## src/rtl/ecc_enc_pipe_if.sv

```systemverilog
// ecc_enc_pipe_if: handshake and payload bundle for the SECDED encoder pipe.
//   valid_i/ready_o/d_i/inj_*_i : upstream beat (data + error-injection request)
//   valid_o/ready_i/q_o/inj_o   : downstream beat (codewords + injected flag)
//   inj_cnt_o                   : saturating count of accepted injected beats
// slave modport is used by the encoder; master modport is the driver's view.
interface ecc_enc_pipe_if #(
  parameter int unsigned K     = 8,
  parameter int unsigned LANES = 2,
  parameter int unsigned CNT_W = 16
);
  // Parity bit count: smallest m with 2^m >= m+K+1.
  function automatic int unsigned calc_m(input int unsigned k);
    for (int unsigned m = 1; m < 31; m++) begin
      if ((32'(1) << m) >= m + k + 1) return m;
    end
    return 31;
  endfunction

  localparam int unsigned M  = calc_m(K);
  localparam int unsigned W  = M + K + 1;
  localparam int unsigned LW = (LANES > 1) ? $clog2(LANES) : 1;
  localparam int unsigned PW = $clog2(W);

  logic                   valid_i;
  logic                   ready_o;
  logic [LANES*K-1:0]     d_i;
  logic [1:0]             inj_mode_i;
  logic [LW-1:0]          inj_lane_i;
  logic [PW-1:0]          inj_pos_i;
  logic                   valid_o;
  logic                   ready_i;
  logic [LANES*W-1:0]     q_o;
  logic                   inj_o;
  logic [CNT_W-1:0]       inj_cnt_o;

  modport slave (
    input  valid_i, d_i, inj_mode_i, inj_lane_i, inj_pos_i, ready_i,
    output ready_o, valid_o, q_o, inj_o, inj_cnt_o
  );

  modport master (
    output valid_i, d_i, inj_mode_i, inj_lane_i, inj_pos_i, ready_i,
    input  ready_o, valid_o, q_o, inj_o, inj_cnt_o
  );
endinterface

```

## src/rtl/ecc_enc_pipe.sv

```systemverilog
// ecc_enc_pipe: multi-lane extended-Hamming (SECDED) encoder with an elastic
// 1- or 2-stage valid/ready pipeline, per-beat single/double bit-flip
// injection on one lane, and a saturating injected-beat counter.
//   clk_i  : clock, rising edge
//   rst_ni : asynchronous active-low reset
//   bus    : ecc_enc_pipe_if.slave (handshake, data, injection, codewords)
module ecc_enc_pipe #(
  parameter int unsigned K      = 8,
  parameter int unsigned LANES  = 2,
  parameter int unsigned P0_LSB = 1,
  parameter int unsigned STAGES = 2,
  parameter int unsigned CNT_W  = 16
) (
  input  logic          clk_i,
  input  logic          rst_ni,
  ecc_enc_pipe_if.slave bus
);

  function automatic int unsigned calc_m(input int unsigned k);
    for (int unsigned m = 1; m < 31; m++) begin
      if ((32'(1) << m) >= m + k + 1) return m;
    end
    return 31;
  endfunction

  localparam int unsigned M  = calc_m(K);
  localparam int unsigned N  = M + K;
  localparam int unsigned W  = N + 1;
  localparam int unsigned PW = $clog2(W);
  localparam int unsigned QW = LANES * W;

  // Hamming positions 1..N: data fills non-powers of two, parity at 2^j.
  function automatic logic [W-1:0] encode(input logic [K-1:0] d);
    logic [N:0]   cw;
    logic [K-1:0] dd;
    logic         p;
    cw = '0;
    dd = d;
    p  = 1'b0;
    for (int unsigned pos = 1; pos <= N; pos++) begin
      if ((pos & (pos - 1)) != 0) begin
        cw[pos] = dd[0];
        dd      = dd >> 1;
      end
    end
    for (int unsigned j = 0; j < M; j++) begin
      p = 1'b0;
      for (int unsigned pos = 1; pos <= N; pos++) begin
        if (((pos >> j) & 1) != 0 && (pos & (pos - 1)) != 0) p = p ^ cw[pos];
      end
      cw[32'(1) << j] = p;
    end
    cw[0] = ^cw[N:1];
    if (P0_LSB != 0) return cw;
    return {cw[0], cw[N:1]};
  endfunction

  logic [QW-1:0]  w_q;
  logic [W-1:0]   w_cw;
  logic           w_inj;
  logic [PW-1:0]  w_p1;
  logic [PW-1:0]  w_p2;
  logic           w_rdy1;
  logic           w_rdy2;
  logic           w_acc;

  logic           r_v1;
  logic           r_inj1;
  logic [QW-1:0]  r_q1;
  logic [CNT_W-1:0] r_cnt;

  // Encode all lanes, then flip the requested bit(s) of the selected lane.
  always_comb begin
    w_q   = '0;
    w_cw  = '0;
    w_inj = (bus.inj_mode_i == 2'b01) || (bus.inj_mode_i == 2'b10);
    w_p1  = PW'(32'(bus.inj_pos_i) % W);
    w_p2  = (32'(w_p1) == W - 1) ? '0 : PW'(w_p1 + 1'b1);
    for (int unsigned l = 0; l < LANES; l++) begin
      w_cw = encode(bus.d_i[l*K +: K]);
      if (32'(bus.inj_lane_i) == l) begin
        if (bus.inj_mode_i == 2'b01) begin
          w_cw[w_p1] = ~w_cw[w_p1];
        end else if (bus.inj_mode_i == 2'b10) begin
          w_cw[w_p1] = ~w_cw[w_p1];
          w_cw[w_p2] = ~w_cw[w_p2];
        end
      end
      w_q[l*W +: W] = w_cw;
    end
  end

  // Stage 1 accepts when empty or when its contents move on this cycle.
  assign w_rdy1      = !r_v1 || w_rdy2;
  assign w_acc       = bus.valid_i && w_rdy1;
  assign bus.ready_o = w_rdy1;

  // Stage 1: codeword register.
  always_ff @(posedge clk_i or negedge rst_ni) begin
    if (!rst_ni) begin
      r_v1   <= 1'b0;
      r_inj1 <= 1'b0;
      r_q1   <= '0;
    end else if (w_rdy1) begin
      r_v1 <= bus.valid_i;
      if (bus.valid_i) begin
        r_q1   <= w_q;
        r_inj1 <= w_inj;
      end
    end
  end

  // Injected-beat counter, saturating.
  always_ff @(posedge clk_i or negedge rst_ni) begin
    if (!rst_ni) begin
      r_cnt <= '0;
    end else if (w_acc && w_inj && (r_cnt != '1)) begin
      r_cnt <= CNT_W'(r_cnt + 1'b1);
    end
  end

  assign bus.inj_cnt_o = r_cnt;

  generate
    if (STAGES >= 2) begin : g_two
      logic          r_v2;
      logic          r_inj2;
      logic [QW-1:0] r_q2;

      assign w_rdy2 = !r_v2 || bus.ready_i;

      // Stage 2: output register.
      always_ff @(posedge clk_i or negedge rst_ni) begin
        if (!rst_ni) begin
          r_v2   <= 1'b0;
          r_inj2 <= 1'b0;
          r_q2   <= '0;
        end else if (w_rdy2) begin
          r_v2 <= r_v1;
          if (r_v1) begin
            r_q2   <= r_q1;
            r_inj2 <= r_inj1;
          end
        end
      end

      assign bus.valid_o = r_v2;
      assign bus.q_o     = r_q2;
      assign bus.inj_o   = r_inj2;
    end else begin : g_one
      assign w_rdy2      = bus.ready_i;
      assign bus.valid_o = r_v1;
      assign bus.q_o     = r_q1;
      assign bus.inj_o   = r_inj1;
    end
  endgenerate

endmodule

```

## src/flat_wrapper.sv

```systemverilog
// flat-port wrapper written by rule: the top's interface ports become plain ports
module ecc_enc_pipe_flat 
#(
  parameter int unsigned K      = 8,
  parameter int unsigned LANES  = 2,
  parameter int unsigned P0_LSB = 1,
  parameter int unsigned STAGES = 2,
  parameter int unsigned CNT_W  = 16
)
  (clk_i, rst_ni, bus_valid_i, bus_d_i, bus_inj_mode_i, bus_inj_lane_i, bus_inj_pos_i, bus_ready_i, bus_ready_o, bus_valid_o, bus_q_o, bus_inj_o, bus_inj_cnt_o);
  ecc_enc_pipe_if #(.K(K), .LANES(LANES), .CNT_W(CNT_W)) bus_i ();
  input  logic clk_i;
  input  logic rst_ni;
  input wire logic [$bits(bus_i.valid_i)-1:0] bus_valid_i;
  input wire logic [$bits(bus_i.d_i)-1:0] bus_d_i;
  input wire logic [$bits(bus_i.inj_mode_i)-1:0] bus_inj_mode_i;
  input wire logic [$bits(bus_i.inj_lane_i)-1:0] bus_inj_lane_i;
  input wire logic [$bits(bus_i.inj_pos_i)-1:0] bus_inj_pos_i;
  input wire logic [$bits(bus_i.ready_i)-1:0] bus_ready_i;
  output wire logic [$bits(bus_i.ready_o)-1:0] bus_ready_o;
  output wire logic [$bits(bus_i.valid_o)-1:0] bus_valid_o;
  output wire logic [$bits(bus_i.q_o)-1:0] bus_q_o;
  output wire logic [$bits(bus_i.inj_o)-1:0] bus_inj_o;
  output wire logic [$bits(bus_i.inj_cnt_o)-1:0] bus_inj_cnt_o;
  assign bus_i.valid_i = bus_valid_i;
  assign bus_i.d_i = bus_d_i;
  assign bus_i.inj_mode_i = bus_inj_mode_i;
  assign bus_i.inj_lane_i = bus_inj_lane_i;
  assign bus_i.inj_pos_i = bus_inj_pos_i;
  assign bus_i.ready_i = bus_ready_i;
  assign bus_ready_o = bus_i.ready_o;
  assign bus_valid_o = bus_i.valid_o;
  assign bus_q_o = bus_i.q_o;
  assign bus_inj_o = bus_i.inj_o;
  assign bus_inj_cnt_o = bus_i.inj_cnt_o;
  ecc_enc_pipe #(.K(K), .LANES(LANES), .P0_LSB(P0_LSB), .STAGES(STAGES), .CNT_W(CNT_W)) u_core (.clk_i(clk_i), .rst_ni(rst_ni), .bus(bus_i));
endmodule
```

## config.mk

```make
export PLATFORM = sky130hd
export DESIGN_NAME = ecc_enc_pipe_flat
export DESIGN_NICKNAME = d
export VERILOG_FILES = /design/src/rtl/ecc_enc_pipe_if.sv /design/src/rtl/ecc_enc_pipe.sv /design/src/flat_wrapper.sv
export SDC_FILE = /design/constraint.sdc
export NUM_CORES = 1
export LEC_CHECK = 0
export BUFFER_PORTS_ARGS = -buffer_cell sky130_fd_sc_hd__buf_2
export CORE_MARGIN = 2
export CORE_UTILIZATION = 55
export DETAILED_ROUTE_END_ITERATION = 7
export PLACE_DENSITY_LB_ADDON = 0.2
export RECOVER_POWER = 25
export SLEW_MARGIN = 20
export SYNTH_ARGS = -nofsm -noshare
export SYNTH_HDL_FRONTEND = slang
export SYNTH_SLANG_ARGS = --single-unit
```

## constraint.sdc

```tcl
create_clock -name clk_i -period 3.9 [get_ports clk_i]
set_input_delay 1.17 -clock clk_i [delete_from_list [all_inputs] [get_ports clk_i]]
set_output_delay 1.17 -clock clk_i [all_outputs]
set_load 0.02 [all_outputs]
```

==> metrics.txt <==
starting density of the core 56.5%; Via-to-Cell Ratio 6.73; most numerous cell in the Yosys netlist nand2_1; CP cell instances buf_8 > inv_8 > ha_4 > and2b_2 > or3_4 > nand2_4 > inv_4 > ha_4 > nor2_4 > o31a_4 > mux4_2 > and3_4 > a41o_1 > a2111oi_4 > buf_6 > and2_4 > o211ai_1; post-synth cell types between 90 and 100; Hold Startpoint u_core.bus.inj_cnt_o[9]; total global routing overflow 0; Worst R2R Path Depth 7; RR Endpoint u_core.bus.inj_cnt_o[11]; most used cell, CP ha_4; max incr delay on CP 510 ps; max cap viols 0; Die Span Y 110 um; largest net degree at the start of global routing 34; routability cong. roughly 1.0; total core area 10,900 um^2; worst hold slack 496 ps; ANT cells 0; IO Port Bufs 71; Clk Latency, worst-skew pair between 300 and 400 ps; Antenna Nets Post-Route 0; Hold Fails Final Rpt 0; Pre-antenna DRT Iters 6; worst slew pin tran 1290 ps; Post-synth EDFFs 0; crit path to u_core.r_q1[10]; Critical Path RT between 4000 and 5000 ps; worst setup margin -218 ps; vias in the first global route 6,771; drc violations 0; Total GRT Usage about two fifths; wire per inst 22.7 um; # rows 38; register clock-pin slew on the reported worst setup and hold paths 80 ps; P_leak around 0.0036 uW; Finished Layout Cells about 1,100; final wirelength 24,500 um; I/O Pins between 70 and 80; crit-path max FO 8; Worst Setup Start Kind primary input; layout cells sized above 1 38.1%; Final Cycle Share 106%; asr flop ratio synth 100%; Peak VDD IR roughly 410 uV; top post-synthesis cells by area dfrtp_1, nand2_1, mux2_2; synthesized area 6150 um^2; synth warn 0; status finished, violations left; Hold-fix buffers, CTS 0; Final Setup Violations 19; # clock sinks 72; RSZ-0062 raised after global routing yes; die area 12,000 um^2; first-pass GRT wire length around 37,000 um; synth-to-layout area growth 35.5%; crit path kind in2reg; post-layout minimum cycle time roughly 4100 ps; Main synth FF type dfrtp_1; Post-Syn Nets 777; Worst slew margin 14.0%; Power per Cell Area approximately 390 nW/um^2; Setup crit start bus_inj_pos_i[1]; TritonCTS Buffers 9; post-synth top area share between 20% and 30%; Syn Area/Cell between 8 and 9 um^2; clk_skew 21.1 ps; Seq/Total Area, Yosys 29.3%; worst path arrival time between 4000 and 5000 ps; HPWL Detailed around 18,000 um; failing checks setup timing; Longest Clk Path Bufs 2; NumNets Final 969; Vias 7,250; element type at the critical path end flop; synthesized flop and latch total 72; Max Clock Freq 243 MHz; register-to-register setup slack 1520 ps; H-tree Lvls 3; clk root buf clkbuf_8; DP Cell Count around 1,000; fin. max-slew vios 0; Die X between 100 and 150 um; TritonCTS clock tree yes; most instantiated cells after synthesis nand2_1, dfrtp_1, nor2_1, a21oi_1, o21ai_0; cell taking the most area after synthesis dfrtp_1; r2r startpoint u_core.bus.valid_o; Synth Instances 741; initial antenna violation count 0; worst min-delay path category reg2reg; slowest stage cell, crit path mux4_2; number of DRC markers in iteration 0 1,054
state kept, by name, summed over array words and instances (netlist names):
name and count:
u_core.bus.valid_o 1, u_core.bus.inj_o 1, u_core.r_inj1 1, u_core.r_q1 26, u_core.r_v1 1, u_core.bus.inj_cnt_o 16
u_core.bus.q_o 26
metrics by stage:
| step | setup slack [ps] | utilization, % | area, um^2 | setup TNS, ps | power (uW) |
|---|---|---|---|---|---|
| floorplan | -656 | - | 6300 | -13610 | 1890 |
| global placement | -553 | 70.7 | 7690 | -11230 | 2430 |
| detailed placement | -662 | 70.7 | 7690 | -13460 | 2470 |
| CTS | -180 | 74.1 | 8070 | -1540 | 3160 |
| global route | -288 | 76.5 | 8330 | -4020 | 3410 |
| finish | -218 | 76.5 | 8330 | -2510 | 3260 |
layout make-up:
class,count,area (um^2)
clock buffer,10,128
inverter,17,83.8
fill,786,2550
timing repair buffer,237,1680
multi-input combinational,596,4380
tap,140,175
clock inverter,6,83.8
sequential,72,1800
worst max-delay path, delay by kind of cell:
kind                       cells  cell delay, ps
AOI/OAI and AO/OA              4             810
adders and majority gates      2             300
buffers and inverters          4             410
muxes                          1             510
and+or+nand+nor                6            1140
how the worst min path moves through the flow:
stage,end,slack [ps],cells past startpoint
2_1_floorplan,u_core.r_inj1,450,2
3_3_place_gp,u_core.r_inj1,470,2
3_5_place_dp,u_core.r_inj1,480,2
4_1_cts,u_core.r_inj1,490,2
5_1_grt,u_core.bus.inj_cnt_o[13],520,1
6_report,u_core.bus.inj_cnt_o[9],500,1
metal layers:
| layer | share of wire [%] | wire (um) | global-route usage, % | vias up |
|---|---|---|---|---|
| met5 | 0 | 0 | 0 | - |
| met4 | 3.3 | 814 | 14.6 | 0 |
| met3 | 12 | 2930 | 9.96 | 89 |
| met2 | 44 | 10800 | 62.4 | 527 |
| met1 | 41 | 9920 | 56.1 | 3462 |
| li1 | - | - | - | 3172 |
repair_timing:
item / CTS / global route
pin swaps: 12 / 19
buffers inserted: 3 / 12
endpoints found under the setup margin: 22 / 25
endpoints found under the hold margin: 0 / 0
gates resized for setup: 33 / 47
where the power goes:
group / total, uW / internal, uW / leakage, uW / switching (uW)
logic: 1570 / 666 / 0.00265 / 908
clock network: 653 / 358 / 0.000110 / 294
registers: 1040 / 918 / 0.000867 / 118
cell usage in the layout, fill, tap and decap left out, types with 5 or more instances in the layout:
| master | synthesis | routed |
|---|---|---|
| nor3_1 | 18 | 15 |
| buf_2 | 13 | 67 |
| nand4_1 | 8 | 8 |
| xor2_1 | 11 | 11 |
| nand3_1 | 28 | 27 |
| buf_6 | 1 | 6 |
| o221ai_1 | 7 | 7 |
| o21ai_0 | 37 | 31 |
| nor2b_1 | 6 | 6 |
| a21oi_1 | 44 | 38 |
| dfrtp_1 | 72 | 72 |
| o21ai_2 | 2 | 7 |
| o31ai_1 | 13 | 10 |
| and2_1 | 13 | 13 |
| o211ai_1 | 7 | 7 |
| mux2_2 | 27 | 27 |
| o22ai_1 | 11 | 11 |
| nand3b_1 | 5 | 5 |
| a31oi_1 | 13 | 13 |
| nand2_1 | 82 | 75 |
| nand2b_1 | 10 | 10 |
| o21ai_1 | 6 | 5 |
| a221oi_1 | 7 | 6 |
| xnor2_1 | 25 | 25 |
| a21oi_2 | 1 | 6 |
| a211o_1 | 10 | 10 |
| buf_4 | 5 | 155 |
| clkbuf_8 | 0 | 9 |
| inv_1 | 15 | 12 |
| and3_1 | 14 | 13 |
| nor2_1 | 56 | 54 |
| a211oi_1 | 11 | 9 |
cells by family (layout without fill, tap and decap cells):
family,after synthesis,after routing,synth area share (%)
DFF,72,72,29.3
adders and majority gates,9,9,1.83
xor gates and xnor gates,43,43,7.57
and+or+nand+nor,273,273,22.4
muxes,31,31,5.80
AOI/OAI and AO/OA,240,240,27.9
buffers and inverters,73,270,5.15
Power figures use the tool's default switching activity.
